**config.mk**
```make
export PLATFORM = sky130hd
export DESIGN_NAME = text_writer
export DESIGN_NICKNAME = d
export VERILOG_FILES = /design/src/rtl/text_writer.sv
export SDC_FILE = /design/constraint.sdc
export NUM_CORES = 1
export LEC_CHECK = 0
export CORE_UTILIZATION = 25
export CTS_CLUSTER_SIZE = 40
export DETAILED_ROUTE_END_ITERATION = 10
export GPL_ROUTABILITY_DRIVEN = 0
export SLEW_MARGIN = 30
export SYNTH_ARGS = -nofsm -noshare
export SYNTH_HDL_FRONTEND = slang
export SYNTH_SLANG_ARGS = --single-unit
```
**constraint.sdc**
```tcl
create_clock -name clk -period 3.5 [get_ports clk]
set_clock_uncertainty 0.05 [all_clocks]
set_input_delay 0.875 -clock clk [delete_from_list [all_inputs] [get_ports clk]]
set_output_delay 0.875 -clock clk [all_outputs]
set_load 0.005 [all_outputs]
```
**src/rtl/text_writer.sv**
```systemverilog
`default_nettype none
// ---------------------------------------------------------------------------
// text_writer
//   Byte-stream console writer for the VGA text RAM (port A side).
//   Printable bytes are written as {attr, char} at the cursor position,
//   CR/LF/BS move the cursor, ESC loads the next byte as the attribute,
//   FF sweeps the whole RAM with spaces.
//   Revision 1.0 - initial release
// ---------------------------------------------------------------------------
module text_writer #(
    parameter int unsigned COLS         = 30,
    parameter int unsigned ROWS         = 17,
    parameter int unsigned ROW_SHIFT    = 5,
    parameter int unsigned ADDR_W       = 10,
    parameter logic [7:0]  DEFAULT_ATTR = 8'h07
) (
    input  logic              clk,
    input  logic              resetn,
    input  logic [7:0]        in_data,
    input  logic              in_valid,
    output logic              in_ready,
    output logic              ram_cea,
    output logic [ADDR_W-1:0] ram_ada,
    output logic [15:0]       ram_din,
    output logic [4:0]        cur_row,
    output logic [4:0]        cur_col,
    output logic              busy
);

    typedef enum logic [1:0] {
        S_IDLE  = 2'd0,
        S_ESC   = 2'd1,
        S_CLEAR = 2'd2
    } state_t;

    // One extra counter bit so the sweep length may equal the full RAM size.
    localparam int unsigned CNT_W       = ADDR_W + 1;
    localparam int unsigned SWEEP_WORDS = ROWS << ROW_SHIFT;
    localparam logic [CNT_W-1:0] SWEEP_END = CNT_W'(SWEEP_WORDS);
    localparam logic [4:0] LAST_COL = 5'(COLS - 1);
    localparam logic [4:0] LAST_ROW = 5'(ROWS - 1);

    localparam logic [7:0] CH_BS    = 8'h08;
    localparam logic [7:0] CH_LF    = 8'h0A;
    localparam logic [7:0] CH_FF    = 8'h0C;
    localparam logic [7:0] CH_CR    = 8'h0D;
    localparam logic [7:0] CH_ESC   = 8'h1B;
    localparam logic [7:0] CH_SPACE = 8'h20;

    state_t            state_q, state_d;
    logic [4:0]        row_q, row_d;
    logic [4:0]        col_q, col_d;
    logic [7:0]        attr_q, attr_d;
    logic              cea_q, cea_d;
    logic [ADDR_W-1:0] ada_q, ada_d;
    logic [15:0]       din_q, din_d;
    logic [CNT_W-1:0]  cnt_q, cnt_d;

    logic              accept;
    logic [4:0]        row_next;
    logic [ADDR_W-1:0] cursor_addr;

    // Ready depends only on state (and reset), never on in_valid.
    assign in_ready = resetn & (state_q != S_CLEAR);
    assign accept   = in_valid & in_ready;
    assign busy     = (state_q == S_CLEAR);

    assign row_next    = (row_q == LAST_ROW) ? 5'd0 : row_q + 5'd1;
    // Row stride is a power of two, so the address is a shift-and-OR.
    assign cursor_addr = (ADDR_W'(row_q) << ROW_SHIFT) | ADDR_W'(col_q);

    assign ram_cea = cea_q;
    assign ram_ada = ada_q;
    assign ram_din = din_q;
    assign cur_row = row_q;
    assign cur_col = col_q;

    // Next-state logic: byte decoding, cursor movement and sweep sequencing.
    always_comb begin
        state_d = state_q;
        row_d   = row_q;
        col_d   = col_q;
        attr_d  = attr_q;
        cea_d   = 1'b0;
        ada_d   = ada_q;
        din_d   = din_q;
        cnt_d   = cnt_q;

        case (state_q)
            S_IDLE: begin
                if (accept) begin
                    if (in_data >= CH_SPACE) begin
                        cea_d = 1'b1;
                        ada_d = cursor_addr;
                        din_d = {attr_q, in_data};
                        if (col_q < LAST_COL) begin
                            col_d = col_q + 5'd1;
                        end else begin
                            col_d = 5'd0;
                            row_d = row_next;
                        end
                    end else begin
                        case (in_data)
                            CH_CR: col_d = 5'd0;
                            CH_LF: begin
                                col_d = 5'd0;
                                row_d = row_next;
                            end
                            CH_BS: begin
                                if (col_q != 5'd0) begin
                                    col_d = col_q - 5'd1;
                                end
                            end
                            CH_ESC: state_d = S_ESC;
                            CH_FF: begin
                                state_d = S_CLEAR;
                                cnt_d   = '0;
                            end
                            default: ;
                        endcase
                    end
                end
            end
            S_ESC: begin
                if (accept) begin
                    attr_d  = in_data;
                    state_d = S_IDLE;
                end
            end
            S_CLEAR: begin
                // The cycle after the final write returns to IDLE, so busy
                // stays high for as long as sweep writes are on the port.
                if (cnt_q == SWEEP_END) begin
                    state_d = S_IDLE;
                    row_d   = 5'd0;
                    col_d   = 5'd0;
                end else begin
                    cea_d = 1'b1;
                    ada_d = cnt_q[ADDR_W-1:0];
                    din_d = {attr_q, CH_SPACE};
                    cnt_d = cnt_q + CNT_W'(1);
                end
            end
            default: state_d = S_IDLE;
        endcase
    end

    // State, cursor, attribute and RAM port registers; async reset aborts any sweep.
    always_ff @(posedge clk or negedge resetn) begin
        if (!resetn) begin
            state_q <= S_IDLE;
            row_q   <= 5'd0;
            col_q   <= 5'd0;
            attr_q  <= DEFAULT_ATTR;
            cea_q   <= 1'b0;
            ada_q   <= '0;
            din_q   <= 16'h0000;
            cnt_q   <= '0;
        end else begin
            state_q <= state_d;
            row_q   <= row_d;
            col_q   <= col_d;
            attr_q  <= attr_d;
            cea_q   <= cea_d;
            ada_q   <= ada_d;
            din_q   <= din_d;
            cnt_q   <= cnt_d;
        end
    end

endmodule
`default_nettype wire
```
==> run summary <==
Mapped Nets - 323
gr ovfl total - 0
TNS Setup - 0 ns
WP data required - 2.57 ns
Core Area - 11500 sq um
period utilization - 83.6%
Seq/Total Area, Yosys - 48.9%
row cnt - 39
Clock Pin Slew Worst Setup and Hold Paths - 0.05 ns
LEAKAGE - 1.66 nW
Post-CTS Hold Buffers - 0
DR top layer - met4
number of synthesized flops with an enable pin - 0
First-pass DRT Iterations - 8
hpwl dp - 5180 um
Slew HR - 45.8%
Seq pwr share - 38.2%
failing checks - design-rule violations
RSZ-0062 raised after global routing - no
Final nets - 377
Synth-to-Final Area Change - 33.3%
count of cell types in the netlist - 52
Root Driver - clkbuf_16
Cell Int Power - 1.76 mW
Tmin final - 2.93 ns
DR WL/cell - 14.6 um
Yosys top cell area share - 46.3%
first-pass GRT wire length - 12300 um
Synth area leaders - dfrtp_1, mux2_2, nand3_1
drt via density - 4.90
number of post-CTS setup repair buffers - 0
sw frac - 31.2%
DRC viols - 8
slowest stage cell, crit path - clkdlybuf4s50_1
Die Y - 111 um
IO Pins - 50
Post-CTS Resized - 0
pin count of the biggest net entering global routing - 37
final wirelength - 7410 um
Synth area leader - dfrtp_1
Avg Inst Size Synth - 9.72 sq um
VDD IR max - 0.239 mV
final worst setup slack - 0.574 ns
Longest Clk Path Bufs - 2
fill count - 1143
Startpoint Class - flop
Initial Util - 25.8%
Max FO, Critical Path - 13
Power Density - 646 nW/um^2
Crit Path Class - flop to output pin
synthesized area - 2970 sq um
Synth Flop Type - dfrtp_1
number of global-route vias before repair - 2394
WL met1 - 3400 um
number of buffers created by CTS - 9
cells on worst reg2reg path - 7
Crit. End Element - output pin
input/output buffers - 49
WP data arrival - 2.00 ns
met3 wire len - 409 um
clk_lat worst skew - 0.32 ns
P_sw - 0.799 mW
die area - 12300 sq um
Ant. Diodes - 0
asr flop ratio synth - 100%
share of post-route cells with drive strength above 1 - 14.8%
final slew viol count - 0
initial drt markers - 193
max-cap viol count - 0
initial antenna violation count - 0
DR vias - 2488
Cells after Synth - 306
Yosys warnings - 0
Max Fclk - 342 MHz
CTS tree - built
worst slew pin tran - 0.806 ns
GRT Total Usage - 12.7%
setup violators final - 0
final hold vios - 0
clk sinks - 58
FF+latch count, synth - 58
top post-synthesis cells by count - dfrtp_1, nand2_1, nand3_1, nor2_1, mux2_2
CP cell instances - nand2b_1 -> and2_1 -> clkdlybuf4s50_1
Worst Hold Class - primary input to asynchronous set/reset pin
die width - 111 um
count leader, synth - dfrtp_1
Clk pwr share - 34.5%
routed wl met2 - 3500 um
power share of the combinational group - 27.3%
DRT antenna net count - 0
CP max stage delay - 0.51 ns
Place WS - 0.330 ns
run status - finished with violations
H-tree Lvls - 3
## per-stage QoR
step | instances | power, mW | utilization, % | hold slack [ns] | area [sq um]
3_5_place_dp | 492 | 1.69 | 31.8 | 0.442 | 3660
4_1_cts | 508 | 2.59 | 34.4 | 0.335 | 3960
2_1_floorplan | 306 | 1.35 | - | 0.424 | 2970
6_report | 508 | 2.56 | 34.4 | 0.347 | 3960
3_3_place_gp | 492 | 1.69 | 31.8 | 0.434 | 3660
5_1_grt | 508 | 2.72 | 34.4 | 0.340 | 3960
## layer usage
metal	global-route usage (%)	vias up
li1	-	1198
met1	15.7	1211
met2	20.4	70
met3	4.70	9
met4	4.14	0
met5	0	-
## power groups by stage
stage / registers (mW) / logic, mW / clock network [mW]
5_1_grt: 1.00 / 0.776 / 0.940
6_report: 0.978 / 0.700 / 0.883
3_3_place_gp: 0.983 / 0.702 / 0
2_1_floorplan: 0.938 / 0.411 / 0
4_1_cts: 0.978 / 0.711 / 0.905
3_5_place_dp: 0.987 / 0.706 / 0
## area by class of cell
class / count / area, sq um / share of cell area [%]
flip-flops and latches: 58 / 1460 / 36.7
multi-input cells: 216 / 1400 / 35.3
repair buffers: 60 / 568 / 14.3
clock buffers: 11 / 253 / 6.38
well taps: 143 / 179 / 4.52
inverters: 15 / 56.3 / 1.42
clock inverters: 5 / 52.6 / 1.33
## cell usage in the layout (no fill, tap or decap), types with 3 or more instances in the layout
cell,count
buf_4,11
clkdlybuf4s50_1,48
xor2_1,3
clkbuf_16,9
inv_1,14
nand2_1,34
nor2_1,29
a31oi_1,11
and2_1,3
nand3_1,29
mux2i_1,3
mux2_2,16
xnor2_1,6
a211oi_1,4
a21oi_1,5
and3_1,4
clkinv_2,3
ha_1,6
dfrtp_1,55
dfstp_2,3
nand2b_1,3
nor3_1,5
o21ai_0,13
and4b_1,3
## registers in the layout, indices dropped and copies added, names as in the netlist
name and cells:
ram_din 16, cur_col 5, cur_row 5, cnt_q 11, attr_q 8, ram_cea 1, state_q 2, ram_ada 10
## worst max-delay path: cells and delay by family, from the launching register on
kind / cells / cell delay [ns]
buffers and inverters: 1 / 0.51
AND/OR/NAND/NOR: 2 / 0.71
flip-flops: 1 / 0.45
## final timing paths
kind | start | end | slack, ns
max in group asynchronous | resetn | attr_q[2]$_DFFE_PN1P_ | 2.33
min reg2reg | attr_q[3]$_DFFE_PN0P_ | ram_din[11]$_DFFE_PN0P_ | 0.45
max reg2reg | cur_col[0]$_DFFE_PN0P_ | cur_col[3]$_DFFE_PN0P_ | 0.94
max | state_q[1]$_DFFE_PN0P_ | in_ready | 0.57
min in group clk | attr_q[3]$_DFFE_PN0P_ | ram_din[11]$_DFFE_PN0P_ | 0.45
min | resetn | state_q[0]$_DFFE_PN0P_ | 0.35
## cells by family after synthesis
| group | Yosys count | share of synthesized area (%) |
|---|---|---|
| XOR/XNOR | 9 | 2.65 |
| flip-flops | 58 | 48.9 |
| AO/OA/AOI/OAI | 56 | 13.2 |
| adder cells (fa/ha/maj) | 6 | 2.53 |
| buffers and inverters | 32 | 4.38 |
| AND/OR/NAND/NOR | 126 | 21.3 |
| multiplexers | 19 | 7.07 |
No activity file was read; power rests on OpenSTA's default activity.
